[src/rtl/ctrl_pkg.sv]
// ---------------------------------------------------------------------------
// ctrl_pkg
// Types and constants shared by the multi-cycle RV32I control unit and the
// DataPath: FSM state encoding, base opcodes, ALU / branch-compare codes and
// register-file write-data source selects.
// ---------------------------------------------------------------------------
package ctrl_pkg;

    typedef enum logic [2:0] {
        FETCH   = 3'd0,
        DECODE  = 3'd1,
        EXECUTE = 3'd2,
        MEM     = 3'd3,
        WB      = 3'd4
    } state_e;

    // Base opcodes (instrCode[6:0])
    localparam logic [6:0] OP_TYPE_R     = 7'b0110011;
    localparam logic [6:0] OP_TYPE_I     = 7'b0010011;
    localparam logic [6:0] OP_TYPE_L     = 7'b0000011;
    localparam logic [6:0] OP_TYPE_S     = 7'b0100011;
    localparam logic [6:0] OP_TYPE_B     = 7'b1100011;
    localparam logic [6:0] OP_TYPE_LUI   = 7'b0110111;
    localparam logic [6:0] OP_TYPE_AUIPC = 7'b0010111;
    localparam logic [6:0] OP_TYPE_JAL   = 7'b1101111;
    localparam logic [6:0] OP_TYPE_JALR  = 7'b1100111;

    // ALU operation codes: {funct7[5], funct3}
    localparam logic [3:0] ALU_ADD  = 4'b0000;
    localparam logic [3:0] ALU_SUB  = 4'b1000;
    localparam logic [3:0] ALU_SLL  = 4'b0001;
    localparam logic [3:0] ALU_SLT  = 4'b0010;
    localparam logic [3:0] ALU_SLTU = 4'b0011;
    localparam logic [3:0] ALU_XOR  = 4'b0100;
    localparam logic [3:0] ALU_SRL  = 4'b0101;
    localparam logic [3:0] ALU_SRA  = 4'b1101;
    localparam logic [3:0] ALU_OR   = 4'b0110;
    localparam logic [3:0] ALU_AND  = 4'b0111;

    // Branch compare selects, carried on aluControl[2:0] (= funct3)
    localparam logic [2:0] BR_BEQ  = 3'b000;
    localparam logic [2:0] BR_BNE  = 3'b001;
    localparam logic [2:0] BR_BLT  = 3'b100;
    localparam logic [2:0] BR_BGE  = 3'b101;
    localparam logic [2:0] BR_BLTU = 3'b110;
    localparam logic [2:0] BR_BGEU = 3'b111;

    // Register-file write-data source selects
    localparam logic [2:0] RFWD_ALU    = 3'd0;
    localparam logic [2:0] RFWD_MEM    = 3'd1;
    localparam logic [2:0] RFWD_IMM    = 3'd2;
    localparam logic [2:0] RFWD_PC_IMM = 3'd3;
    localparam logic [2:0] RFWD_PC_4   = 3'd4;

    // Opcodes whose instruction writes a destination register.
    function automatic logic writes_rd(input logic [6:0] opcode);
        return (opcode == OP_TYPE_R)   || (opcode == OP_TYPE_I)     ||
               (opcode == OP_TYPE_L)   || (opcode == OP_TYPE_LUI)   ||
               (opcode == OP_TYPE_AUIPC) || (opcode == OP_TYPE_JAL) ||
               (opcode == OP_TYPE_JALR);
    endfunction

endpackage

[src/rtl/rv32i_ctrl_decoder.sv]
// ---------------------------------------------------------------------------
// rv32i_ctrl_decoder
// Purely combinational decode of the current instruction into the static
// DataPath controls (held for the whole instruction) plus the class flags the
// sequencing FSM needs.
// Ports:
//   instr_i          in  32  current instruction word
//   alu_control_o    out 4   ALU op / branch compare select on [2:0]
//   alu_src_sel_o    out 1   0=RS2, 1=immExt
//   rfwd_src_sel_o   out 3   register-file write-data source
//   branch_o         out 1   B-type
//   jal_o            out 1   JAL or JALR
//   jalr_o           out 1   JALR
//   is_load_o        out 1   load: needs MEM then WB
//   is_store_o       out 1   store: finishes in MEM
//   rf_write_o       out 1   instruction writes rd
// ---------------------------------------------------------------------------
module rv32i_ctrl_decoder
    import ctrl_pkg::*;
(
    input  logic [31:0] instr_i,
    output logic [3:0]  alu_control_o,
    output logic        alu_src_sel_o,
    output logic [2:0]  rfwd_src_sel_o,
    output logic        branch_o,
    output logic        jal_o,
    output logic        jalr_o,
    output logic        is_load_o,
    output logic        is_store_o,
    output logic        rf_write_o
);

    logic [6:0] opcode;
    logic [2:0] funct3;
    logic       funct7_5;

    assign opcode   = instr_i[6:0];
    assign funct3   = instr_i[14:12];
    assign funct7_5 = instr_i[30];

    // Register indices and immediates are consumed by the DataPath only.
    logic unused_instr_bits;
    assign unused_instr_bits = ^{instr_i[31], instr_i[29:15], instr_i[11:7]};

    assign is_load_o  = (opcode == OP_TYPE_L);
    assign is_store_o = (opcode == OP_TYPE_S);
    assign rf_write_o = writes_rd(opcode);

    always_comb begin
        alu_control_o  = ALU_ADD;
        alu_src_sel_o  = 1'b0;
        rfwd_src_sel_o = RFWD_ALU;
        branch_o       = 1'b0;
        jal_o          = 1'b0;
        jalr_o         = 1'b0;
        case (opcode)
            OP_TYPE_R: alu_control_o = {funct7_5, funct3};
            OP_TYPE_I: begin
                // funct7[5] only distinguishes SRAI from SRLI; for every other
                // I-type op those bits are immediate and must be ignored.
                alu_control_o = {(funct3 == 3'b101) ? funct7_5 : 1'b0, funct3};
                alu_src_sel_o = 1'b1;
            end
            OP_TYPE_L: begin
                alu_src_sel_o  = 1'b1;
                rfwd_src_sel_o = RFWD_MEM;
            end
            OP_TYPE_S:     alu_src_sel_o = 1'b1;
            OP_TYPE_B: begin
                alu_control_o = {1'b0, funct3};
                branch_o      = 1'b1;
            end
            OP_TYPE_LUI:   rfwd_src_sel_o = RFWD_IMM;
            OP_TYPE_AUIPC: rfwd_src_sel_o = RFWD_PC_IMM;
            OP_TYPE_JAL: begin
                jal_o          = 1'b1;
                rfwd_src_sel_o = RFWD_PC_4;
            end
            OP_TYPE_JALR: begin
                jal_o          = 1'b1;
                jalr_o         = 1'b1;
                alu_src_sel_o  = 1'b1;
                rfwd_src_sel_o = RFWD_PC_4;
            end
            default: ;  // unknown opcode decodes as a NOP
        endcase
    end

endmodule

[src/rtl/multicycle_control_unit.sv]
// ---------------------------------------------------------------------------
// multicycle_control_unit
// Sequences the multi-cycle RV32I DataPath: FETCH -> DECODE -> EXECUTE, then
// MEM and/or WB depending on the instruction class, back to FETCH. Write
// enables and PC load are gated by state; all other controls come straight
// from the decoder and are held for the whole instruction.
// Ports:
//   clk            in  1   system clock, rising edge
//   reset_n        in  1   asynchronous active-low reset
//   instrCode      in  32  current instruction (stable while PCEn=0)
//   regFileWe      out 1   register-file write enable (WB only)
//   aluControl     out 4   ALU op; [2:0] also branch compare select
//   aluSrcMuxSel   out 1   0=RS2, 1=immExt
//   RFWDSrcMuxSel  out 3   0=ALU,1=mem,2=imm,3=PC+imm,4=PC+4
//   branch         out 1   B-type qualifier
//   jal            out 1   JAL or JALR
//   jalr           out 1   JALR
//   dataWe         out 1   data-memory write strobe (store MEM only)
//   PCEn           out 1   PC load; final cycle of the instruction
//   instrDone      out 1   copy of PCEn
// ---------------------------------------------------------------------------
module multicycle_control_unit
    import ctrl_pkg::*;
(
    input  logic        clk,
    input  logic        reset_n,
    input  logic [31:0] instrCode,
    output logic        regFileWe,
    output logic [3:0]  aluControl,
    output logic        aluSrcMuxSel,
    output logic [2:0]  RFWDSrcMuxSel,
    output logic        branch,
    output logic        jal,
    output logic        jalr,
    output logic        dataWe,
    output logic        PCEn,
    output logic        instrDone
);

    state_e state_q, state_d;
    logic   is_load, is_store, rf_write;

    rv32i_ctrl_decoder u_decoder (
        .instr_i        (instrCode),
        .alu_control_o  (aluControl),
        .alu_src_sel_o  (aluSrcMuxSel),
        .rfwd_src_sel_o (RFWDSrcMuxSel),
        .branch_o       (branch),
        .jal_o          (jal),
        .jalr_o         (jalr),
        .is_load_o      (is_load),
        .is_store_o     (is_store),
        .rf_write_o     (rf_write)
    );

    // State register
    always_ff @(posedge clk or negedge reset_n) begin
        if (!reset_n) begin
            state_q <= FETCH;
        end else begin
            state_q <= state_d;
        end
    end

    // Next-state logic
    always_comb begin
        state_d = state_q;
        case (state_q)
            FETCH:   state_d = DECODE;
            DECODE:  state_d = EXECUTE;
            EXECUTE: state_d = (is_load || is_store) ? MEM : WB;
            MEM:     state_d = is_load ? WB : FETCH;
            WB:      state_d = FETCH;
            default: state_d = FETCH;
        endcase
    end

    // State-gated outputs. Every instruction except a store ends in WB, so
    // PCEn there is unconditional (unknown opcodes advance PC+4 as a NOP).
    always_comb begin
        regFileWe = 1'b0;
        dataWe    = 1'b0;
        PCEn      = 1'b0;
        case (state_q)
            MEM: begin
                dataWe = is_store;
                PCEn   = is_store;
            end
            WB: begin
                regFileWe = rf_write;
                PCEn      = 1'b1;
            end
            default: ;
        endcase
    end

    assign instrDone = PCEn;

endmodule

[config.mk]
export PLATFORM = sky130hd
export DESIGN_NAME = multicycle_control_unit
export DESIGN_NICKNAME = d
export VERILOG_FILES = /design/src/rtl/ctrl_pkg.sv /design/src/rtl/rv32i_ctrl_decoder.sv /design/src/rtl/multicycle_control_unit.sv
export SDC_FILE = /design/constraint.sdc
export NUM_CORES = 1
export LEC_CHECK = 0
export BUFFER_PORTS_ARGS = -buffer_cell sky130_fd_sc_hd__buf_2
export CAP_MARGIN = 40
export CELL_PAD_IN_SITES_DETAIL_PLACEMENT = 0
export CELL_PAD_IN_SITES_GLOBAL_PLACEMENT = 1
export CORE_UTILIZATION = 17
export DETAILED_ROUTE_END_ITERATION = 8
export MAX_ROUTING_LAYER = met4
export PLACE_DENSITY_LB_ADDON = 0.1
export SLEW_MARGIN = 20
export SYNTH_ARGS = -nofsm -noshare
export SYNTH_HDL_FRONTEND = slang
export SYNTH_SLANG_ARGS = --single-unit
[constraint.sdc]
create_clock -name clk -period 1.5 [get_ports clk]
set_input_delay 0.225 -clock clk [delete_from_list [all_inputs] [get_ports clk]]
set_output_delay 0.225 -clock clk [all_outputs]
set_load 0.02 [all_outputs]
Word level (Yosys, flattened, before mapping)
Index checks and enable logic that the tools add are counted.
Widths: inputs -> output; s select.
- output and inout bits: 15
- input bits: 34
- word-level logic and storage cells: 38
- register bits after elaboration: 3
- eq/ne operators: 14
- multiplexer cells: 13
- reductions and logical operators: 10
- operators by type and width (operator ; number):
    $pmux 3 s4 ; 2
    $eq 7x6->1 const B ; 3
    $eq 7x7->1 const B ; 3
    $eq 7x5->1 const B ; 2
    $pmux 4 s3 ; 1
    $eq 7x2->1 const B ; 1
    $logic_or 1x1->1 ; 7
    $mux 1 ; 7
    $eq 3x2->1 const B ; 2
    $eq 3x3->1 const B ; 2
    $mux 3 ; 2
    $reduce_or 4->1 ; 1
    $eq 3x1->1 const B ; 1
    $logic_not 3->1 ; 1
    $pmux 1 s2 ; 1
    $reduce_or 2->1 ; 1

Longest topological paths before layout
Gate-level depths: netlist (run 1).
- depth after elaboration: 8
- depth in mapped cells: 4
- depth with buffers taken out: 3

By module
Synthesis (run 1) repeated with hierarchy kept, for this count alone.
- cells, all modules: 50
- area, all modules: 366.6 um^2
- by module, submodules not included (module ; cells an instance ; times used ; area each (um^2) ; seq. area each (um^2)):
    rv32i_ctrl_decoder ; 33 ; 1 ; 201.4 ; 0.0
    multicycle_control_unit ; 17 ; 1 ; 165.2 ; 75.1

Worst setup path before layout (run 1)
Ideal clock, no wire load.
- path kind: reg-to-output
- from: register state_q[2]
- to: output port instrDone
- setup slack: -160 ps
- required time: 1275 ps
- stages on the path, launching flop included: 5
- path buffers: 1
- arrival: 1435 ps
- cells stage by stage: dfrtp_1 and4bb_2 and4bb_2 or2_2 buf_4
- word-level cells in the longest chain between the ends: 2
- elaborated cells between the ends (all ways): 3
- those cells by class: 2 x eq/ne; 1 x mux
- ends and longest elaborated chain (item ; line ; RTL):
    start, declared ; multicycle_control_unit.sv:40 ; state_e state_q, state_d;
    start signal, assigned ; multicycle_control_unit.sv:61 ; state_q <= state_d;
    $eq 3x3->1 or $eq 3x2->1 (tied branches) ; multicycle_control_unit.sv:84 ; case (state_q)
    $pmux 1 s2 * ; multicycle_control_unit.sv:84 ;
    end, declared ; multicycle_control_unit.sv:37 ; output logic instrDone
Every way passes the cells marked *; elsewhere a longest branch is shown, timed or not.

Worst setup path after layout (run 1)
- from: register state_q[1]
- to: output port PCEn
- word-level cells in the longest chain between the ends: 2
- elaborated cells between the ends (all ways): 3
- those cells by class: 2 x eq/ne; 1 x mux
- ends and longest elaborated chain (item ; line ; RTL):
    $eq 3x3->1 or $eq 3x2->1 (tied branches) ; multicycle_control_unit.sv:84 ;
    $pmux 1 s2 * ; multicycle_control_unit.sv:84 ;
    end, declared ; multicycle_control_unit.sv:36 ; output logic PCEn,
Marks and branches as above.

==> results of run 1 <==
-- worst max-delay path by stage --
stage                             from        end  slack [ns]  depth (start not counted)
final                       state_q[1]       PCEn       -0.13                          4
after global routing        state_q[1]       PCEn       -0.18                          4
after CTS                   state_q[1]       PCEn       -0.15                          4
after detailed placement  instrCode[4]  instrDone        0.03                          5
after global placement    instrCode[4]  instrDone        0.02                          5
after floorplan             state_q[1]  instrDone       -0.02                          4
-- per-layer routing --
layer	vias to the layer above	GRT usage [%]	part of all wire, %
met2	17	13.1	43
met5	-	-	0
met4	0	2.86	0
met1	183	11.9	51
met3	0	1.54	5.8
li1	237	-	-
-- layout by cell type (no fill, tap or decap) --
master / synthesis / routed
o21a_1: 1 / 1
and2_1: 3 / 3
buf_2: 1 / 25
inv_1: 1 / 1
nand3b_1: 3 / 3
a31oi_1: 2 / 2
or3_2: 2 / 2
o22ai_1: 1 / 1
mux2i_1: 1 / 1
or2_4: 0 / 1
nor3_1: 2 / 2
or3_4: 1 / 1
dlygate4sd3_1: 0 / 1
or2b_1: 1 / 1
and4bb_2: 2 / 2
nor2b_1: 2 / 2
clkbuf_1: 0 / 1
nor2_1: 5 / 5
a21oi_1: 1 / 1
buf_4: 1 / 4
nor3b_2: 0 / 1
buf_6: 0 / 2
a211oi_2: 1 / 1
dfrtp_1: 3 / 3
nor4_1: 1 / 1
o21ba_2: 1 / 1
nand4bb_4: 1 / 1
nand4b_1: 1 / 1
nand2_1: 3 / 3
clkbuf_4: 0 / 3
nand2b_1: 2 / 2
xor2_1: 1 / 1
-- kinds of logic (layout without fill, tap and decap cells) --
logic type / Yosys count / in the layout / synth area share [%]
AND/OR/NAND/NOR: 31 / 31 / 57.5
AO/OA/AOI/OAI: 7 / 7 / 14.0
flip-flops: 3 / 3 / 19.5
buffers and inverters: 3 / 37 / 4.22
XOR/XNOR: 1 / 1 / 2.27
multiplexers: 1 / 1 / 2.60
-- power by group through the flow --
stage | combinational (mW) | clock, mW | sequential [mW]
final | 0.263 | 0.138 | 0.149
after global routing | 0.285 | 0.152 | 0.152
after CTS | 0.266 | 0.146 | 0.148
after detailed placement | 0.239 | 0 | 0.147
after global placement | 0.241 | 0 | 0.150
after floorplan | 0.148 | 0 | 0.152
-- final cells by class --
type | instances | area, um2
inverters | 1 | 3.75
repair buffers | 32 | 188
flip-flops and latches | 3 | 75.1
well taps | 27 | 33.8
fillers | 238 | 1410
multi-input cells | 40 | 302
clock buffers | 4 | 26.3
-- through the flow --
step,power [mW],instances
after floorplan,0.301,46
after global placement,0.391,102
after detailed placement,0.386,102
after CTS,0.560,107
after global routing,0.589,107
final,0.550,107
-- worst max-delay path, delay by kind of cell (launching register included) --
kind          cells  cell delay [ns]
buf+inv           1             0.13
simple gates      3             0.68
flops             1             0.36
-- timing repair --
action,in CTS,in global routing
pin swaps,0,0
endpoints found under the setup margin,4,4
endpoints found under the hold margin,3,0
hold buffers,1,0
gates resized for setup,5,0
==> flow_metrics.tcl, run 1 <==
set metrics [dict create \
    outcome "finished, violations left" \
    violations "setup timing" \
    startpoint_type "flop" \
    switching_share_pct 34.2 \
    cts-htree-levels 1 \
    hold_viol_final 0 \
    finalSetupViolations 2 \
    antenna_cells 0 \
    clock_path_buffers 2 \
    fin_hold_ws_ns 0.325 \
    synthFlopType "dfrtp_1" \
    yosys-top-cells-area "dfrtp_1 (19%), nand4bb_4 (7.1%), and4bb_2 (6.5%)" \
    die_y_um 49.6 \
    crit_slowest_cell "dfrtp_1" \
    grt_max_degree 11 \
    pre_cts_slack_ns 0.0268 \
    yosysMostFrequentCell "nor2_1" \
    p_clk_share_pct 25.1 \
    fin_crit_ns 1.63 \
    clk_latency_ns 0.23 \
    synth_seq_cells 3 \
    drv_cap 0 \
    crit_chain "and4bb_2 > and4bb_2 > or2_4 > buf_6" \
    p_sw_mw 0.188 \
    synthDominantCellAreaShare_pct 19.5 \
    comb_power_share_pct 47.8 \
    cpPeakStageDelay_ns 0.36 \
    drive_gt1_share_pct 55.0 \
    crit_top_cell "and4bb_2" \
    worst-path-max-fanout 2 \
    reg_top3 "state_q (3)" \
    ir_drop_mv 0.628 \
    hold_path_class "primary input to asynchronous set/reset pin" \
    antenna_found_initial 0 \
    die_w_um 49.6 \
    antenna_left 0 \
    r2r-start "state_q[2]" \
    wire_per_inst_um 9.69 \
    initialDrtViolationCount 0 \
    synthArstFlopShare_pct 100 \
    worst_pin_slew_ns 0.222 \
    yosysUniqueCellTypes 28 \
    grt_setup_unrepaired "yes" \
    grt_usage_pct 8.76 \
    reg2regPathDepth 4 \
    synth_top_area_cell "dfrtp_1" \
    nets 115 \
    grt_pass1_vias 391 \
    post-route-period-util_pct 109 \
    cts_tree "yes" \
    num_io_pins 49 \
    vias 437 \
    setup.worst_path.end_class "output pin" \
    final_util_pct 30.8 \
    start_util_pct 18.9 \
    design.core.area_mm2 0.00204 \
    crit_arrival_ns 1.41 \
    path_class "flop to output pin" \
    place_congestion 0.757 \
    overflow 0 \
    yosys_warnings 0 \
    final.setup.tns_ns -0.267 \
    placed_cell_area_um2 574 \
    leakage_nw 0.307 \
    synth_edf_count 0 \
    finalClockSkew_ns 0.00211 \
    num_rows 16 \
    ys_seq_area_share_pct 19.5 \
    wirelength_um 1040 \
    largest_reg_flops 3 \
    clk_transition_reported_paths_ns 0.04 \
    dieArea_mm2 0.00246 \
    avgSynthCellArea_um2 8.38 \
    cp.required_ns 1.27 \
    relSlewSlack_pct 85.1 \
    cts_setup_buffers 0 \
    pwr-share-seq_pct 27.1 \
    clockRootBuffer "clkbuf_4" \
    fin_ws_ns -0.134 \
    cts_buffers 3 \
    drc_errors 0 \
    reg2reg_slack_ns 0.52 \
    final_max_slew_viol_count 0 \
    syn_inst 46 \
    drtPass1Iterations 1 \
    fmax_ghz 0.612 \
    area_growth_pct 63.0 \
    grt_pass1_wl_um 1680 \
    synth_nets 80 \
    io_buffers 27 \
    cts_sinks 3 \
    syn-cell-area_um2 385 \
    reg2reg_to "state_q[2]" \
    final_area_um2 628 \
    viasPerCell 4.08 \
    dp_hpwl_um 836 \
    yosys-top-cells-count "nor2_1 (5), and2_1 (3), dfrtp_1 (3), nand2_1 (3), nand3b_1 (3)" \
    intPower_mw 0.362 \
    power.density_mw_per_mm2 876 \
    top_register "state_q" \
]
No activity file was read; power rests on OpenSTA's default activity.
==> inputs of run 2 (changes only) <==
- CORE_ASPECT_RATIO: default -> 1.5
==> run 2 against run 1 <==
  * The run still ends with setup timing left
  * Register-to-register slack improved by 0.02 ns
  * Fmax is 1.0% lower
  * Critical path depth unchanged
  * Clock power increased by 6%
  * Cell count is 3.7% lower
  * Count of clock-buffer cells in the layout unchanged
  * First-iteration DRC count grew 1
  * Sequential power rose by 4%
  * Non-clock buffer count up 1
==> flow_metrics.tcl, run 2 (synthesis gave the netlist of run 1 again) <==
set metrics [dict create \
    fin_ws_ns -0.150 \
    cp_num_buf_inv 1 \
    nets 116 \
    relSlewSlack_pct 83.7 \
    die_y_um 60.3 \
    num_rows 20 \
    drc_errors 0 \
    reg_top3 "state_q (3)" \
    clk_latency_ns 0.24 \
    cp.required_ns 1.27 \
    grt_usage_pct 12.7 \
    hold_viol_final 0 \
    ir_drop_mv 0.279 \
    leakage_nw 0.313 \
    finalSetupViolations 3 \
    antenna_left 0 \
    crit_arrival_ns 1.43 \
    clock_path_buffers 2 \
    final_area_um2 667 \
    grt_max_degree 11 \
    final_cell_mix "buf_2 (23), buf_4 (6), nor2_1 (5)" \
    design.core.area_mm2 0.00208 \
    grt_setup_unrepaired "yes" \
    power.density_mw_per_mm2 871 \
    setup.worst_path.end_class "output pin" \
    layout.cells.most_common "buf_2" \
    drtPass1Iterations 3 \
    drv_cap 0 \
    grt_pass1_wl_um 1990 \
    vias 476 \
    dieArea_mm2 0.00247 \
    multi_input_area_um2 330 \
    initialDrtViolationCount 1 \
    path_class "flop to output pin" \
    clk_transition_reported_paths_ns 0.04 \
    dp_hpwl_um 935 \
    top_register "state_q" \
    hold_path_class "primary input to asynchronous set/reset pin" \
    reg2reg_slack_ns 0.54 \
    crit_slowest_cell "dfrtp_1" \
    finalClockSkew_ns 0.000554 \
    cts_buffers 3 \
    start_util_pct 18.6 \
    path_delay_family "simple AND/OR/NAND/NOR gates" \
    antenna_cells 0 \
    instances_no_fill 103 \
    drive_gt1_share_pct 58.0 \
    finalPower_mw 0.581 \
    fin_crit_ns 1.65 \
    die_w_um 40.9 \
    post-place-cells 98 \
    crit_chain "and4bb_2 > and4bb_2 > or2_4 > buf_6" \
    post-route-period-util_pct 110 \
    cts-htree-levels 1 \
    fillers 244 \
    wire_per_inst_um 11.5 \
    violations "setup timing" \
    outcome "finished, violations left" \
    cts_sinks 3 \
    worst-path-max-fanout 2 \
    final_max_slew_viol_count 0 \
    viasPerCell 4.62 \
    io_buffers 27 \
    final.setup.tns_ns -0.305 \
    place_congestion 0.613 \
    area_growth_pct 73.1 \
    clockRootBuffer "clkbuf_4" \
    num_io_pins 49 \
    startpoint_type "flop" \
    placed_cell_area_um2 576 \
    largest_reg_flops 3 \
    overflow 0 \
    wirelength_um 1180 \
    cts_tree "yes" \
    grt_pass1_vias 459 \
    cpPeakStageDelay_ns 0.37 \
    fmax_ghz 0.606 \
    register_area_um2 75.1 \
    antenna_found_initial 0 \
    crit_top_cell "and4bb_2" \
    worst_pin_slew_ns 0.245 \
]
[run 2: layer usage]
layer,up-vias,GRT usage (%),share of wire [%]
met5,-,-,0
met4,0,11.4,4.4
met3,4,1.12,4.3
met2,22,17.0,47
met1,213,15.9,44
li1,237,-,-
[run 2: cell type report]
class | instances | area share [%]
Tap cell | 22 | 4.13
Sequential cell | 3 | 11.3
Timing Repair Buffer | 33 | 30.6
Inverter | 1 | 0.563
Multi-Input combinational cell | 40 | 49.5
Clock buffer | 4 | 3.94
[run 2: per-stage QoR]
stage	worst slack, ns	utilization [%]	hold WS (ns)
after floorplan	-0.0204	-	-0.0706
after global placement	0.0351	27.7	0.0209
after detailed placement	0.0119	27.7	0.0216
after CTS	-0.154	30.6	0.314
after global routing	-0.196	32.1	0.312
final	-0.150	32.1	0.310
[run 2: worst reg2reg max path: stages, from the launching register on]
cell and delay, ns:
dfrtp_1 0.37, buf_4 0.15, nor2b_1 0.15, nand3b_1 0.10, mux2i_1 0.12
[run 2: worst paths after layout]
path	cells after the start	to	start
setup / recovery	4	PCEn	state_q[1]
hold / removal	2	state_q[1]	reset_n
setup reg to reg	4	state_q[2]	state_q[2]
hold reg to reg	2	state_q[0]	state_q[2]
max in group asynchronous	2	state_q[2]	reset_n
min in group clk	3	state_q[0]	instrCode[4]
[run 2: report_power, final]
part | total (mW) | internal (mW) | switching [mW]
clock network | 0.146 | 0.0999 | 0.0456
registers | 0.155 | 0.116 | 0.0388
logic | 0.280 | 0.156 | 0.124
total | 0.581 | 0.372 | 0.208
[run 2: timing repair]
action / 4_1_cts / 5_1_grt
endpoints found under the setup margin: 4 / 7
hold endpoints to repair: 3 / 0
pin swaps: 0 / 2
hold buffers: 1 / 0
gates resized for setup: 6 / 7
buffers inserted: 0 / 1
==> inputs of run 3 (changes only) <==
- RECOVER_POWER: default -> 25
==> run 3 against run 2 <==
  * The run still ends with setup timing left
  * First-iteration DRC count unchanged
  * Power decreased by 0.56%
  * Clock power about the same
  * Critical path depth unchanged
  * Sequential cell count unchanged
  * Critical path type unchanged
==> flow_metrics.tcl, run 3 (synthesis gave the netlist of run 1 again) <==
set metrics [dict create \
    clk_transition_reported_paths_ns 0.04 \
    grt_pass1_vias 459 \
    startpoint_type "flop" \
    die_y_um 60.3 \
    clock_path_buffers 2 \
    io_buffers 27 \
    antenna_cells 0 \
    start_util_pct 18.6 \
    drtPass1Iterations 3 \
    finalClockSkew_ns 0.000766 \
    clockRootBuffer "clkbuf_4" \
    violations "setup timing" \
    dieArea_mm2 0.00247 \
    relSlewSlack_pct 83.1 \
    top_register "state_q" \
    num_rows 20 \
    hold_viol_final 0 \
    largest_reg_flops 3 \
    cp.required_ns 1.27 \
    layout.cells.most_common "buf_2" \
    post-route-period-util_pct 110 \
    grt_pass1_wl_um 1990 \
    area_growth_pct 68.5 \
    final.setup.tns_ns -0.302 \
    design.core.area_mm2 0.00208 \
    setup.worst_path.end_class "output pin" \
    die_w_um 40.9 \
    met3_length_um 56 \
    placed_cell_area_um2 576 \
    final_area_um2 649 \
    fin_ws_ns -0.150 \
    final_max_slew_viol_count 0 \
    hold_path_class "primary input to asynchronous set/reset pin" \
    reg2regPathDepth 4 \
    crit_arrival_ns 1.42 \
    dp_hpwl_um 935 \
    worst-path-max-fanout 2 \
    path_class "flop to output pin" \
    top_layer_used "met4" \
    power.density_mw_per_mm2 890 \
    grt_usage_pct 12.7 \
    cts_sinks 3 \
    cts-htree-levels 1 \
    cts_tree "yes" \
    wirelength_um 1190 \
    outcome "finished, violations left" \
    wl_met2_um 559 \
    drive_gt1_share_pct 55.6 \
    leakage_nw 0.307 \
    reg2reg_slack_ns 0.54 \
    crit_start "state_q[1]" \
    viasPerCell 4.67 \
    wl_met1_um 524 \
    r2r-start "state_q[2]" \
    place_congestion 0.613 \
    reg_top3 "state_q (3)" \
    drv_cap 0 \
    drc_errors 0 \
    overflow 0 \
    grt_setup_unrepaired "yes" \
    worst_pin_slew_ns 0.252 \
    initialDrtViolationCount 1 \
    clk_latency_ns 0.24 \
    num_io_pins 49 \
    fmax_ghz 0.606 \
    cts_buffers 3 \
    ir_drop_mv 0.280 \
    finalSetupViolations 3 \
    reg2reg_to "state_q[2]" \
    final_cell_mix "buf_2 (22), buf_4 (6), nor2_1 (5)" \
    vias 481 \
    antenna_left 0 \
    antenna_found_initial 0 \
    grt_max_degree 11 \
    nets 116 \
    fin_crit_ns 1.65 \
    wire_per_inst_um 11.6 \
]
run 3: worst max path at each step:
stage / slack, ns / depth (start not counted) / to
2_1_floorplan: -0.02 / 4 / instrDone
3_3_place_gp: 0.04 / 5 / instrDone
3_5_place_dp: 0.01 / 5 / instrDone
4_1_cts: -0.15 / 4 / instrDone
5_1_grt: -0.20 / 4 / instrDone
6_report: -0.15 / 4 / PCEn
run 3: layout make-up:
type / count / area [um2]
inverters: 1 / 3.75
repair buffers: 33 / 203
clock buffers: 4 / 26.3
flip-flops and latches: 3 / 75.1
multi-input cells: 40 / 314
well taps: 22 / 27.5
fillers: 248 / 1430
run 3: what timing repair did:
item,CTS,global route
pin swaps,0,2
gates resized for setup,6,7
hold endpoints to repair,3,0
hold buffers,1,0
endpoints found under the setup margin,4,7
setup buffers,0,1
run 3: power breakdown:
group          total, mW  internal (mW)  switching, mW
Clock              0.146          0.100         0.0463
Combinational      0.277          0.154          0.123
Sequential         0.155          0.116         0.0387
run 3: layer usage:
metal | up-vias | track usage (%)
li1 | 237 | -
met1 | 218 | 15.9
met2 | 22 | 17.0
met3 | 4 | 1.12
met4 | 0 | 11.4
met5 | - | -
run 3: metrics by stage:
stage	total power, mW	instances	util (%)	setup WS [ns]	hold slack (ns)
4_1_cts	0.587	103	30.6	-0.154	0.314
5_1_grt	0.630	103	31.3	-0.196	0.335
3_5_place_dp	0.392	98	27.7	0.0119	0.0216
2_1_floorplan	0.301	46	-	-0.0204	-0.0706
6_report	0.578	103	31.3	-0.150	0.320
3_3_place_gp	0.394	98	27.7	0.0351	0.0209
run 3: worst max-delay path, cell delays in order, from the launching register on:
cell,delay (ns)
dfrtp_1,0.37
and4bb_2,0.22
and4bb_2,0.23
or2_4,0.24
buf_6,0.13
